### config.mk
export PLATFORM = sky130hd
export DESIGN_NAME = spi_slave_listener_flat
export DESIGN_NICKNAME = d
export VERILOG_FILES = /design/src/rtl/spi_if.sv /design/src/rtl/spi_slave_listener.sv /design/src/flat_wrapper.sv
export SDC_FILE = /design/constraint.sdc
export NUM_CORES = 1
export LEC_CHECK = 0
export CAP_MARGIN = 15
export CORE_ASPECT_RATIO = 1.5
export CORE_MARGIN = 4
export CORE_UTILIZATION = 51
export CTS_CLUSTER_DIAMETER = 100
export CTS_CLUSTER_SIZE = 12
export DETAILED_ROUTE_END_ITERATION = 12
export GPL_TIMING_DRIVEN = 0
export HOLD_SLACK_MARGIN = 0.03
export PLACE_DENSITY = 0.79
export RECOVER_POWER = 100
export REMOVE_ABC_BUFFERS = 1
export SLEW_MARGIN = 20
export SYNTH_ARGS = -nofsm -noshare
export SYNTH_HDL_FRONTEND = slang
export SYNTH_SLANG_ARGS = --single-unit
export TNS_END_PERCENT = 5
### constraint.sdc
create_clock -name clk -period 2.5 [get_ports clk]
set_input_delay 0.5 -clock clk [delete_from_list [all_inputs] [get_ports clk]]
set_output_delay 0.5 -clock clk [all_outputs]
set_load 0.05 [all_outputs]
### src/rtl/spi_if.sv
// SPI pin bundle between an external host (master) and the FPGA listener (slave).
interface spi_if;
  logic sclk;
  logic cs_n;
  logic mosi;
  logic miso;
  logic miso_oe;

  modport master (output sclk, output cs_n, output mosi, input miso, input miso_oe);
  modport slave  (input sclk, input cs_n, input mosi, output miso, output miso_oe);
endinterface

### src/rtl/spi_slave_listener.sv
// Oversampled SPI mode-0 slave receiving DATA_WIDTH-bit command words.
// Optional MISO status readback is built when SPI_LISTENER_READBACK_EN is defined.
//
// state     | meaning
// WAIT_IDLE | after reset: let synchronizers fill, then wait for cs_n high
// IDLE      | deselected, waiting for a cs_n fall to start a frame
// SHIFT     | selected, shifting bits until cs_n rises
module spi_slave_listener #(
  parameter int DATA_WIDTH  = 24,
  parameter int SYNC_STAGES = 2
) (
  input  logic                  clk,
  input  logic                  rst_n,
  spi_if.slave                  bus,
  input  logic [DATA_WIDTH-1:0] tx_word,
  output logic [DATA_WIDTH-1:0] fpga_spi_data,
  output logic                  spi_listener_interrupt,
  output logic                  frame_error
);

  localparam int CW = $clog2(DATA_WIDTH + 2);
  localparam int SW = $clog2(SYNC_STAGES + 2);
  localparam logic [CW-1:0] CNT_FULL = CW'(DATA_WIDTH);
  localparam logic [CW-1:0] CNT_SAT  = CW'(DATA_WIDTH + 1);
  localparam logic [SW-1:0] SETTLE   = SW'(SYNC_STAGES + 1);

  typedef enum logic [1:0] {WAIT_IDLE, IDLE, SHIFT} state_t;

  logic [SYNC_STAGES-1:0] sclk_sr, cs_sr, mosi_sr;
  logic                   sclk_prev, cs_prev, mosi_prev;
  logic                   sclk_s, cs_s;
  logic                   sclk_rise, sclk_fall, cs_rise, cs_fall;

  state_t                 state;
  logic [SW-1:0]          settle;
  logic [CW-1:0]          bit_cnt;
  logic [DATA_WIDTH-1:0]  rx_shift;

  always_ff @(posedge clk or negedge rst_n) begin
    if (!rst_n) begin
      sclk_sr   <= '0;
      cs_sr     <= '1;
      mosi_sr   <= '0;
      sclk_prev <= 1'b0;
      cs_prev   <= 1'b1;
      mosi_prev <= 1'b0;
    end else begin
      sclk_sr   <= {sclk_sr[SYNC_STAGES-2:0], bus.sclk};
      cs_sr     <= {cs_sr[SYNC_STAGES-2:0], bus.cs_n};
      mosi_sr   <= {mosi_sr[SYNC_STAGES-2:0], bus.mosi};
      sclk_prev <= sclk_sr[SYNC_STAGES-1];
      cs_prev   <= cs_sr[SYNC_STAGES-1];
      mosi_prev <= mosi_sr[SYNC_STAGES-1];
    end
  end

  assign sclk_s    = sclk_sr[SYNC_STAGES-1];
  assign cs_s      = cs_sr[SYNC_STAGES-1];
  assign sclk_rise = sclk_s & ~sclk_prev;
  assign sclk_fall = ~sclk_s & sclk_prev;
  assign cs_rise   = cs_s & ~cs_prev;
  assign cs_fall   = ~cs_s & cs_prev;

`ifdef SPI_LISTENER_READBACK_EN
  logic [DATA_WIDTH-1:0] tx_shift;
  logic                  miso_q;
  logic                  miso_oe_q;
  assign bus.miso    = miso_q;
  assign bus.miso_oe = miso_oe_q;
`else
  logic unused_tx;
  assign unused_tx   = ^tx_word;
  assign bus.miso    = 1'b0;
  assign bus.miso_oe = 1'b0;
`endif

  // mosi_prev is aligned with sclk_prev, so it is the bit present just before the rise.
  always_ff @(posedge clk or negedge rst_n) begin
    if (!rst_n) begin
      state                  <= WAIT_IDLE;
      settle                 <= SETTLE;
      bit_cnt                <= '0;
      rx_shift               <= '0;
      fpga_spi_data          <= '0;
      spi_listener_interrupt <= 1'b0;
      frame_error            <= 1'b0;
`ifdef SPI_LISTENER_READBACK_EN
      tx_shift               <= '0;
      miso_q                 <= 1'b0;
      miso_oe_q              <= 1'b0;
`endif
    end else begin
      spi_listener_interrupt <= 1'b0;
      frame_error            <= 1'b0;
      case (state)
        WAIT_IDLE: begin
          // Synchronizers reset to cs_n=1, so hold off until real pin data arrives.
          if (settle != '0) settle <= settle - 1'b1;
          else if (cs_s && cs_prev) state <= IDLE;
        end
        IDLE: begin
          if (cs_fall) begin
            bit_cnt  <= '0;
            rx_shift <= '0;
`ifdef SPI_LISTENER_READBACK_EN
            tx_shift  <= tx_word;
            miso_q    <= tx_word[DATA_WIDTH-1];
            miso_oe_q <= 1'b1;
`endif
            state <= SHIFT;
          end
        end
        SHIFT: begin
          if (cs_rise) begin
            if (bit_cnt == CNT_FULL) begin
              fpga_spi_data          <= rx_shift;
              spi_listener_interrupt <= 1'b1;
            end else begin
              frame_error <= 1'b1;
            end
`ifdef SPI_LISTENER_READBACK_EN
            miso_q    <= 1'b0;
            miso_oe_q <= 1'b0;
`endif
            state <= IDLE;
          end else if (sclk_rise) begin
            rx_shift <= {rx_shift[DATA_WIDTH-2:0], mosi_prev};
            if (bit_cnt != CNT_SAT) bit_cnt <= bit_cnt + 1'b1;
          end else if (sclk_fall) begin
`ifdef SPI_LISTENER_READBACK_EN
            tx_shift <= {tx_shift[DATA_WIDTH-2:0], 1'b0};
            miso_q   <= tx_shift[DATA_WIDTH-2];
`endif
          end
        end
        default: state <= WAIT_IDLE;
      endcase
    end
  end

endmodule
### src/flat_wrapper.sv
// flat-port wrapper written by rule: the top's interface ports become plain ports
module spi_slave_listener_flat 
#(
  parameter int DATA_WIDTH  = 24,
  parameter int SYNC_STAGES = 2
)
  (clk, rst_n, tx_word, fpga_spi_data, spi_listener_interrupt, frame_error, bus_sclk, bus_cs_n, bus_mosi, bus_miso, bus_miso_oe);
  spi_if bus_i ();
  input  logic clk;
  input  logic rst_n;
  input  logic [DATA_WIDTH-1:0] tx_word;
  output logic [DATA_WIDTH-1:0] fpga_spi_data;
  output logic spi_listener_interrupt;
  output logic frame_error;
  input wire logic [$bits(bus_i.sclk)-1:0] bus_sclk;
  input wire logic [$bits(bus_i.cs_n)-1:0] bus_cs_n;
  input wire logic [$bits(bus_i.mosi)-1:0] bus_mosi;
  output wire logic [$bits(bus_i.miso)-1:0] bus_miso;
  output wire logic [$bits(bus_i.miso_oe)-1:0] bus_miso_oe;
  assign bus_i.sclk = bus_sclk;
  assign bus_i.cs_n = bus_cs_n;
  assign bus_i.mosi = bus_mosi;
  assign bus_miso = bus_i.miso;
  assign bus_miso_oe = bus_i.miso_oe;
  spi_slave_listener #(.DATA_WIDTH(DATA_WIDTH), .SYNC_STAGES(SYNC_STAGES)) u_core (.clk(clk), .rst_n(rst_n), .bus(bus_i), .tx_word(tx_word), .fpga_spi_data(fpga_spi_data), .spi_listener_interrupt(spi_listener_interrupt), .frame_error(frame_error));
endmodule
======== Word level (Yosys, flattened, before mapping) ========
Cells that the tools add are included.
word-level totals
  register bits after elaboration ......... 68
  logic and storage cells ................. 61
  output and inout bits ................... 28
cells by class
  eq/ne operators ......................... 11
  $add $sub $neg .......................... 2
  bitwise operators ....................... 6
  mux-type cells .......................... 20
  reductions and logical operators ........ 9
operators by type and width
  kind                                                                      count
  24-bit two-way mux                                                        3
  24-bit case mux with 2 select lines                                       1
  5-bit two-way mux                                                         4
  2-bit by 1-bit inequality test with 1-bit output (second input constant)  5
  5-bit case mux with 2 select lines                                        1
  2-bit two-way mux                                                         4
  4-bit AND reduction                                                       2
  1-bit two-way mux                                                         6
  2-bit case mux with 3 select lines                                        1
  5-bit by 1-bit adder with 5-bit output (second input constant)            1
  5-bit == test (second input constant)                                     1
  5-bit inequality test (second input constant)                             1
  5-bit AND reduction                                                       1
  2-bit inequality test (second input constant)                             2
  2-bit nonzero test                                                        2
  1-bit bitwise AND                                                         3
  1-bit inverter                                                            3
  3-bit AND reduction                                                       1
  2-bit by 1-bit == test with 1-bit output (second input constant)          1
  2-bit == test (second input constant)                                     1
  2-bit zero test                                                           1
  2-bit AND reduction                                                       1
  2-bit by 1-bit subtractor with 2-bit output (second input constant)       1
  1-bit logical AND                                                         1

======== Depth between registers and ports, before layout ========
Gate-level depths: netlist (run 1).
  word-level depth ........................ 5
  mapped depth ............................ 7
  gate-level depth less buffers ........... 6

======== Worst setup path after synthesis (run 1) ========
OpenSTA, ideal clock, no wires.
  path type ............................... register -> register
  start point ............................. reg u_core.state[0]
  end point ............................... reg u_core.fpga_spi_data[13]
  path slack .............................. 0.765 ns
  cell stages (with the launch flop) ...... 8
  period minus slack after synthesis ...... 1.735 ns
  required time ........................... 2.373 ns
  arrival time ............................ 1.607 ns
  buffers on the path ..................... 2
  cells stage by stage .................... dfrtp_1 -> inv_1 -> ha_1 -> buf_2 -> nand2_1 -> nor2_4 -> buf_6 -> mux2_1
on the way
  longest elaborated chain between the ends .. 2
RTL lines
  element                        RTL line                   text
  from (decl)                    spi_slave_listener.sv:34   state_t state;
  from (signal assigned)         spi_slave_listener.sv:80   state <= WAIT_IDLE;
  from (signal assigned)         spi_slave_listener.sv:99   else if (cs_s && cs_prev) state <= IDLE;
  from (signal assigned)         spi_slave_listener.sv:110  state <= SHIFT;
  2-bit == test                  spi_slave_listener.sv:95   case (state)
  3-bit AND reduction (no line)  -
  to (signal assigned)           spi_slave_listener.sv:116  fpga_spi_data <= rx_shift;
  to (decl)                      spi_slave_listener.sv:16   output logic [DATA_WIDTH-1:0] fpga_spi_data,
No other way between the ends.
A chain may end at the register's enable or synchronous reset.

======== Worst setup path after layout (run 1) ========
  start point ............................. reg u_core.state[0]
  end point ............................... reg u_core.bit_cnt[3]
on the way
  longest elaborated chain between the ends .. 3
  elaborated cells on any way between the ends .. 9
  classes of those cells .................. eq/ne (6); mux (1); reduce/logical (2)
RTL lines
  element                                                                                   RTL line                   text
  2-bit == test or 2-bit by 1-bit == test with 1-bit output (tied branches)                 spi_slave_listener.sv:95
  2-bit by 1-bit inequality test with 1-bit output (no line), or another cell as far along  -
  5-bit AND reduction (no line)                                                             -
  to (signal assigned)                                                                      spi_slave_listener.sv:128  if (bit_cnt != CNT_SAT) bit_cnt <= bit_cnt + 1'b1;
  to (decl)                                                                                 spi_slave_listener.sv:36   logic [CW-1:0] bit_cnt;
Several ways; a longest one is shown, not always the timed one.

==> run_results.csv, run 1 <==
group,metric,value,unit
outcome,status,"complete, no violations",
global_routing,grt_max_degree,51,
cts,clockBufferDepth,2,
timing,setup_viol,0,
route,viasPerCell,5.03,
final_layout,multiInputGateArea,1040,µm²
pwr,p_int,1.97,mW
cts,cts_hold_buf,0,
critical_path,r2r_start,"u_core.state[0]",
synthesis,ys_seq_elements,68,
floorplanning,top_level_ports,57,
route,drt_iter0_drc,84,
pwr,power_leakage,1.69,nW
critical_path,r2r_setup_slack,0.20,ns
critical_path,crit_path_end_kind,"register",
synthesis,synth_flop_cell,"dfrtp_1",
timing,fin_skew,0.0108,ns
final_layout,area_growth,16.8,%
cts,clkTransAtPathRegs,0.07,ns
cts,cts_setup_buffers,0,
critical_path,ff2ff_path_depth,5,
critical_path,critPathKind,"reg -> reg",
route,vias,1730,
route,firstDrtPassIters,4,
timing,slew_viol_final,0,
global_routing,grt-ovfl-total,0,
final_layout,finalNetCount,310,
floorplanning,die-width,70.3,µm
synthesis,ys_top_cells_by_area,"dfrtp_1 53%, mux2i_1 8.8%, mux2_1 7.2%, dfstp_2 4.4%, nand2_1 4.3%",
pwr,irDropWorstVdd,0.615,mV
route,final_antenna_net_count,0,
global_routing,grt_pass1_vias,1879,
floorplanning,die_h,101,µm
synthesis,synth_area,2970,µm²
critical_path,r2r_end,"u_core.bit_cnt[3]",
pwr,p_comb_frac,0.206,
placement,gp_congestion,0.740,
final_layout,final_core_util,0.621,
global_routing,grt_pass1_wl,8420,µm
final_layout,drive_gt1_frac,0.0985,
cts,htree_levels,3,
pwr,swShare,0.272,
synthesis,yosysTopAreaCell,"dfrtp_1",
pwr,clkPwrFrac,0.357,
final_layout,register_area,1710,µm²
final_layout,num_antenna_cells,0,
critical_path,critPathMaxFanout,38,
route,wl_per_cell,13.5,µm
timing,report.final.hold_viol_count,0,
synthesis,syn_inst,240,
global_routing,grt.total_usage,0.150,
worst_hold_path,min_path_type,"in -> async",
synthesis,async_flop_share,1.00,
timing,min_period_over_period,0.919,
synthesis,avgSynthCellArea,12.4,µm²
cts,clock_latency,0.33,ns
timing,grt_setup_unrepaired,"false",
final_layout,final_area,3460,µm²
critical_path,worstPathArrival,2.51,ns
synthesis,yosysSeqAreaShare,0.576,
floorplanning,dieArea,7120,µm²
placement,place_hpwl,3090,µm
placement,place_area,3280,µm²
cts,clkSinkCount,68,
timing,fmax,0.435,GHz
final_layout,n_fill_cell,432,
cts,cts_root_buf,"clkbuf_8",
timing,worst-slew-pin-transition,1.18,ns
pwr,power,2.70,mW
route,drc_errors,0,
pwr,p_seq_frac,0.437,
critical_path,critPathRequiredTime,2.71,ns
placement,io_buffers,30,
timing,fin_crit,2.30,ns
route,wirelength,4650,µm
floorplanning,row_count,33,
cts,cts_buffers,9,
pwr,p_sw,0.735,mW
synthesis,yosys_warnings,0,
cts,cts_tree,"done",
run,maxCapViolCount,0,
floorplanning,start_util,0.532,
global_routing,antenna_found_initial,0,
synthesis,synth_top_cell_area_share,0.532,
floorplanning,coreArea,5570,µm²
synthesis,ys_types,35,
synthesis,synth-edff-count,0,
timing,slew_headroom,0.217,
pwr,p_per_area,780,nW/µm²
critical_path,critPathLaunchType,"register",
==> flip-flops by register name (all words and copies together) (netlist names) <==
name,count
u_core.bit_cnt,5
u_core.cs_prev,1
u_core.cs_sr,2
u_core.fpga_spi_data,24
u_core.frame_error,1
u_core.mosi_prev,1
u_core.mosi_sr,2
u_core.rx_shift,24
u_core.sclk_prev,1
u_core.sclk_sr,2
u_core.settle,2
u_core.spi_listener_interrupt,1
u_core.state,2
==> logic make-up after synthesis <==
group / count (synthesis) / share of synthesized area
muxes: 51 / 0.183
buffers and inverters: 43 / 0.0768
xor gates and xnor gates: 1 / 0.00295
other: 1 / 0.00126
AOI/OAI and AO/OA: 11 / 0.0312
DFF: 68 / 0.576
and+or+nand+nor: 56 / 0.0911
adders and majority gates: 9 / 0.0380
==> power groups by stage <==
stage | combinational, mW | clock, mW | sequential, mW
finish | 0.557 | 0.965 | 1.18
global route | 0.613 | 1.04 | 1.18
CTS | 0.582 | 0.996 | 1.18
floorplan | 0.449 | 0 | 1.19
detailed placement | 0.567 | 0 | 1.20
global placement | 0.569 | 0 | 1.19
==> cell usage after synthesis, drive strengths merged (3+ instances only) <==
cell type  number
dfrtp          63
inv            32
ha              9
dfstp           5
nand2          34
buf            10
nand3           4
and3            3
mux2i          26
nand2b          4
mux2           25
nor2            5
==> through the flow <==
step                setup slack [ns]  cells  TNS (ns)  hold WS, ns
floorplan                    -0.0256    230   -0.0256        0.204
global placement               -1.25    330   -104.10        0.337
detailed placement           -0.0751    331     -1.33        0.340
CTS                            0.164    344         0       0.0316
global route                  0.0495    344         0        0.368
finish                         0.202    344         0        0.299
==> cell usage in the layout (no fill, tap or decap), types with 2 or more instances in the layout <==
cell / netlist / routed
mux2i_1: 26 / 26
o21ai_0: 1 / 2
mux2_1: 19 / 19
nand2b_1: 4 / 4
a21oi_1: 2 / 2
dlygate4sd3_1: 0 / 29
clkbuf_8: 0 / 11
nand2_1: 34 / 34
nor2_1: 4 / 4
and3_1: 3 / 2
bufinv_16: 0 / 2
dfrtp_1: 63 / 63
dfstp_1: 0 / 2
nor3b_1: 2 / 2
mux2_2: 6 / 6
ha_1: 9 / 8
dfstp_2: 5 / 3
nand3_1: 4 / 4
conb_1: 1 / 2
inv_1: 32 / 32
==> metal layers <==
layer  track usage  up-vias  share of wire
met5             0        -              0
met2         0.252       30           0.51
met3        0.0487        9          0.034
met4        0.0649        0          0.017
li1              -      836              -
met1         0.177      855           0.44
==> worst max-delay path: stages (launching register included) <==
cell	delay (ns)
dfrtp_1	0.44
inv_1	0.14
ha_4	0.38
o21ai_0	0.26
and3_2	0.52
a221o_1	0.42
==> worst max-delay path by stage <==
stage | start | slack (ns) | end | cells past startpoint
global placement | rst_n | -1.25 | u_core.state[0] | 1
CTS | u_core.state[0] | 0.16 | u_core.fpga_spi_data[8] | 5
detailed placement | u_core.state[0] | -0.08 | u_core.fpga_spi_data[12] | 5
floorplan | u_core.state[0] | -0.03 | u_core.bit_cnt[3] | 5
global route | u_core.state[0] | 0.05 | u_core.bit_cnt[3] | 5
finish | u_core.state[0] | 0.20 | u_core.bit_cnt[3] | 5
==> repair_timing <==
action                                  4_1_cts  5_1_grt
gates resized for setup                       1        0
endpoints found under the setup margin       24        0
hold endpoints to repair                      0        0
==> cell type report <==
type / instances / area share
Clock buffer: 11 / 0.0437
Sequential cell: 68 / 0.493
Tap cell: 70 / 0.0253
Timing Repair Buffer: 31 / 0.0864
Inverter: 32 / 0.0347
Multi-Input combinational cell: 130 / 0.299
Clock inverter: 2 / 0.0173
Note: power is estimated with default switching activity, not from simulation.
==> run 2, diff against run 1 <==
Settings changed: MAX_ROUTING_LAYER set to met4.
==> run_results.csv, run 2 (same netlist as run 1, synthesis figures left out) <==
group,metric,value,unit
critical_path,r2r_end,"u_core.bit_cnt[3]",
route,drc_errors,0,
critical_path,r2r_start,"u_core.state[0]",
floorplanning,die_h,101,µm
pwr,p_per_area,781,nW/µm²
pwr,p_int,1.97,mW
critical_path,critPathRequiredTime,2.71,ns
final_layout,stdcell_count,344,
critical_path,r2r_setup_slack,0.20,ns
global_routing,grt_max_degree,51,
route,final_antenna_net_count,0,
global_routing,grt.total_usage,0.155,
cts,cts_hold_buf,0,
pwr,swShare,0.273,
run,maxCapViolCount,0,
final_layout,area_growth,16.8,%
route,wl_per_cell,13.5,µm
final_layout,final_cell_mix,"63 x dfrtp_1, 34 x nand2_1, 32 x inv_1, 29 x dlygate4sd3_1, 26 x mux2i_1",
critical_path,critPathMaxFanout,38,
final_layout,reg.largest.list,"u_core.fpga_spi_data (24), u_core.rx_shift (24), u_core.bit_cnt (5)",
global_routing,grt_pass1_vias,1879,
final_layout,finalNetCount,310,
cts,clockBufferDepth,2,
pwr,clkPwrFrac,0.357,
pwr,p_seq_frac,0.436,
timing,fin_crit,2.30,ns
floorplanning,coreArea,5570,µm²
placement,place_hpwl,3090,µm
outcome,status,"complete, no violations",
cts,clkTransAtPathRegs,0.07,ns
route,wirelength,4660,µm
placement,place_ws,-0.0751,ns
timing,setup_viol,0,
cts,clkSinkCount,68,
critical_path,ff2ff_path_depth,5,
worst_hold_path,min_path_type,"in -> async",
cts,htree_levels,3,
timing,setup_ws,0.196,ns
timing,grt_setup_unrepaired,"false",
floorplanning,dieArea,7120,µm²
route,firstDrtPassIters,4,
route,vias,1728,
final_layout,num_antenna_cells,0,
critical_path,crit_path_end_kind,"register",
placement,io_buffers,30,
cts,clock_latency,0.33,ns
timing,report.final.hold_viol_count,0,
critical_path,worstPathArrival,2.52,ns
cts,cts_tree,"done",
pwr,p_sw,0.738,mW
critical_path,critPathLaunchType,"register",
pwr,power_leakage,1.69,nW
timing,worst-slew-pin-transition,1.18,ns
cts,cts_buffers,9,
timing,fmax,0.434,GHz
route,viasPerCell,5.02,
global_routing,grt-ovfl-total,0,
pwr,p_comb_frac,0.206,
timing,slew_headroom,0.215,
floorplanning,top_level_ports,57,
critical_path,critPathKind,"reg -> reg",
pwr,irDropWorstVdd,0.618,mV
global_routing,antenna_found_initial,0,
timing,fin_skew,0.0105,ns
route,drt_iter0_drc,91,
timing,min_period_over_period,0.922,
placement,dp.cells,331,
final_layout,drive_gt1_frac,0.0985,
cts,cts_root_buf,"clkbuf_8",
floorplanning,die-width,70.3,µm
floorplanning,row_count,33,
global_routing,grt_pass1_wl,8420,µm
final_layout,final_common_cell,"dfrtp_1",
placement,gp_congestion,0.749,
timing,slew_viol_final,0,
floorplanning,start_util,0.532,
## run 2: cell counts in the layout (fill, tap and decap cells not counted)
Identical to the previous run, type by type.
## run 2: how the worst max path moves through the flow
stage | from | to | slack, ns
CTS | u_core.state[0] | u_core.fpga_spi_data[8] | 0.16
floorplan | u_core.state[0] | u_core.bit_cnt[3] | -0.03
detailed placement | u_core.state[0] | u_core.fpga_spi_data[12] | -0.08
global placement | rst_n | u_core.state[0] | -1.25
global route | u_core.state[0] | u_core.bit_cnt[3] | 0.05
finish | u_core.state[0] | u_core.bit_cnt[3] | 0.20
## run 2: cell type report
class / instances / area [µm²]
clock buffers: 11 / 151
clock inverters: 2 / 60.1
fillers: 432 / 2110
inverters: 32 / 120
multi-input cells: 130 / 1040
flip-flops and latches: 68 / 1710
well taps: 70 / 87.6
repair buffers: 31 / 299
## run 2: timing repair
action / CTS / global route
buffers inserted: 0 / 0
setup endpoints to repair: 24 / 0
resized for setup: 1 / 0
## run 2: power by group through the flow
stage          clock [mW]  combinational (mW)  sequential [mW]
2_1_floorplan           0               0.449             1.19
3_3_place_gp            0               0.569             1.19
3_5_place_dp            0               0.567             1.20
4_1_cts             0.996               0.582             1.18
5_1_grt              1.04               0.613             1.18
6_report            0.966               0.558             1.18
## run 2: through the flow
step | hold WS (ns) | TNS (ns) | util | total power, mW | area (µm²)
finish | 0.298 | 0 | 0.621 | 2.70 | 3460
global route | 0.368 | 0 | 0.621 | 2.84 | 3460
CTS | 0.0316 | 0 | 0.628 | 2.76 | 3500
detailed placement | 0.340 | -1.33 | 0.588 | 1.76 | 3280
global placement | 0.337 | -104.10 | 0.583 | 1.76 | 3250
floorplan | 0.204 | -0.0256 | - | 1.64 | 2860
## run 2: worst max-delay path, cell delays in order (launching register included)
cell	delay [ns]
dfrtp_1	0.44
inv_1	0.14
ha_4	0.38
o21ai_0	0.26
and3_2	0.52
a221o_1	0.42
## run 2: layer usage
| metal | share of wire | track usage |
|---|---|---|
| met1 | 0.44 | 0.178 |
| met2 | 0.51 | 0.250 |
| met3 | 0.033 | 0.0477 |
| met4 | 0.017 | 0.0649 |
| met5 | 0 | - |
==> run 3, diff against run 2 <==
==> constraint.sdc (replaced) <==
create_clock -name clk -period 2.5 [get_ports clk]
set_input_delay 0.375 -clock clk [delete_from_list [all_inputs] [get_ports clk]]
set_output_delay 0.375 -clock clk [all_outputs]
set_load 0.05 [all_outputs]
==> run_results.csv, run 3 (same netlist as run 1, synthesis figures left out) <==
group,metric,value,unit
critical_path,critPathMaxFanout,38,
cts,cts_setup_buffers,0,
cts,cts_root_buf,"clkbuf_8",
floorplanning,row_count,33,
floorplanning,dieArea,7120,µm²
timing,fin_crit,2.30,ns
route,vias,1732,
cts,clockBufferDepth,2,
timing,worst-slew-pin-transition,0.986,ns
route,wl_per_cell,13.5,µm
floorplanning,die_h,101,µm
placement,dp.cells,331,
route,dr_wl_met2,2380,µm
cts,cts_buffers,9,
cts,htree_levels,3,
timing,setup_viol,0,
pwr,p_seq_frac,0.436,
final_layout,drive_gt1_frac,0.0982,
global_routing,grt_pass1_wl,8440,µm
critical_path,worstPathArrival,2.52,ns
floorplanning,coreArea,5570,µm²
route,drc_errors,0,
final_layout,final_common_cell,"dfrtp_1",
run,maxCapViolCount,0,
route,final_antenna_net_count,0,
cts,clkTransAtPathRegs,0.06,ns
critical_path,critPathSlowestCell,"and3_2",
pwr,clkPwrFrac,0.357,
outcome,status,"complete, no violations",
global_routing,grt_pass1_vias,1883,
timing,min_period_over_period,0.922,
final_layout,area_growth,17.2,%
pwr,irDropWorstVdd,0.618,mV
placement,place_area,3280,µm²
placement,gp_congestion,0.749,
route,wl_met1,2060,µm
timing,tns,0,ns
pwr,power_leakage,1.69,nW
final_layout,final_cell_mix,"63 x dfrtp_1, 34 x nand2_1, 32 x inv_1, 30 x dlygate4sd3_1, 26 x mux2i_1",
timing,slew_headroom,0.343,
route,viasPerCell,5.02,
critical_path,crit_chain,"inv_1 -> ha_4 -> o21ai_0 -> and3_2 -> a221o_1",
route,drt_iter0_drc,97,
floorplanning,top_level_ports,57,
worst_hold_path,min_path_type,"reg -> reg",
route,highest_layer,"met4",
final_layout,stdcell_count,345,
floorplanning,die-width,70.3,µm
final_layout,num_antenna_cells,0,
placement,place_hpwl,3090,µm
timing,fin_skew,0.0105,ns
pwr,p_comb_frac,0.207,
critical_path,critPathKind,"reg -> reg",
timing,slew_viol_final,0,
timing,report.final.hold_viol_count,0,
route,firstDrtPassIters,4,
timing,grt_setup_unrepaired,"false",
critical_path,ff2ff_path_depth,5,
worst_hold_path,whs_path_depth,0,
final_layout,reg.largest.list,"u_core.fpga_spi_data (24), u_core.rx_shift (24), u_core.bit_cnt (5)",
cts,clock_latency,0.33,ns
cts,cts_tree,"done",
final_layout,finalNetCount,311,
cts,clkSinkCount,68,
pwr,swShare,0.273,
global_routing,grt_max_degree,51,
critical_path,critPathLaunchType,"register",
timing,fmax,0.434,GHz
placement,io_buffers,30,
critical_path,critPathRequiredTime,2.71,ns
pwr,p_per_area,779,nW/µm²
global_routing,grt-ovfl-total,0,
critical_path,crit_path_end_kind,"register",
final_layout,final_area,3470,µm²
global_routing,grt.total_usage,0.155,
pwr,p_int,1.97,mW
critical_path,max_stage_delay,0.52,ns
route,routed-wl-met3,154,µm
floorplanning,start_util,0.532,
global_routing,antenna_found_initial,0,
pwr,p_sw,0.738,mW
route,wirelength,4670,µm
run 3: cell types whose count changed in the layout (fill, tap and decap cells not counted), sizes merged:
cell and delta:
dlygate4sd3 +1
run 3: stage by stage:
step	power (mW)	hold slack [ns]	setup slack, ns	util
detailed placement	1.76	0.272	-0.0751	0.588
global route	2.84	0.368	0.0495	0.623
CTS	2.76	0.354	0.164	0.630
floorplan	1.64	0.0794	-0.0256	-
global placement	1.76	0.337	-1.12	0.583
finish	2.71	0.354	0.196	0.623
run 3: per-layer routing:
layer | vias to the layer above | GRT usage
li1 | 837 | -
met1 | 856 | 0.178
met2 | 30 | 0.251
met3 | 9 | 0.0477
met4 | 0 | 0.0649
met5 | - | -
run 3: worst max-delay path: cells and delay by family, from the launching register on:
family                     cells  cell delay [ns]
AOI/OAI and AO/OA              2             0.68
buffers and inverters          1             0.14
DFF                            1             0.44
and+or+nand+nor                1             0.52
adders and majority gates      1             0.38
run 3: power groups by stage:
| stage | Sequential, mW | Combinational, mW | Clock, mW |
|---|---|---|---|
| after floorplan | 1.19 | 0.449 | 0 |
| after global placement | 1.19 | 0.569 | 0 |
| after detailed placement | 1.20 | 0.567 | 0 |
| after CTS | 1.18 | 0.583 | 0.996 |
| after global routing | 1.18 | 0.614 | 1.04 |
| final | 1.18 | 0.560 | 0.967 |
run 3: final timing paths:
check                                  startpoint                       end  slack [ns]
min in group asynchronous                   rst_n  u_core.fpga_spi_data[15]        0.72
worst max-delay path              u_core.state[0]         u_core.bit_cnt[3]        0.20
worst min register to register  u_core.sclk_sr[0]         u_core.sclk_sr[1]        0.35
worst max register to register    u_core.state[0]         u_core.bit_cnt[3]        0.20
max in group asynchronous                   rst_n   u_core.fpga_spi_data[3]        0.49
worst min-delay path            u_core.sclk_sr[0]         u_core.sclk_sr[1]        0.35
run 3: cell type report:
type / count / area [µm²]
timing repair buffer: 32 / 312
fill: 434 / 2100
sequential: 68 / 1710
inverter: 32 / 120
tap: 70 / 87.6
clock buffer: 11 / 151
clock inverter: 2 / 60.1
multi-input combinational: 130 / 1040
run 3: what timing repair did:
item	CTS	global route
resized for setup	1	0
setup endpoints to repair	24	0
hold buffers	1	0
endpoints found under the hold margin	18	0
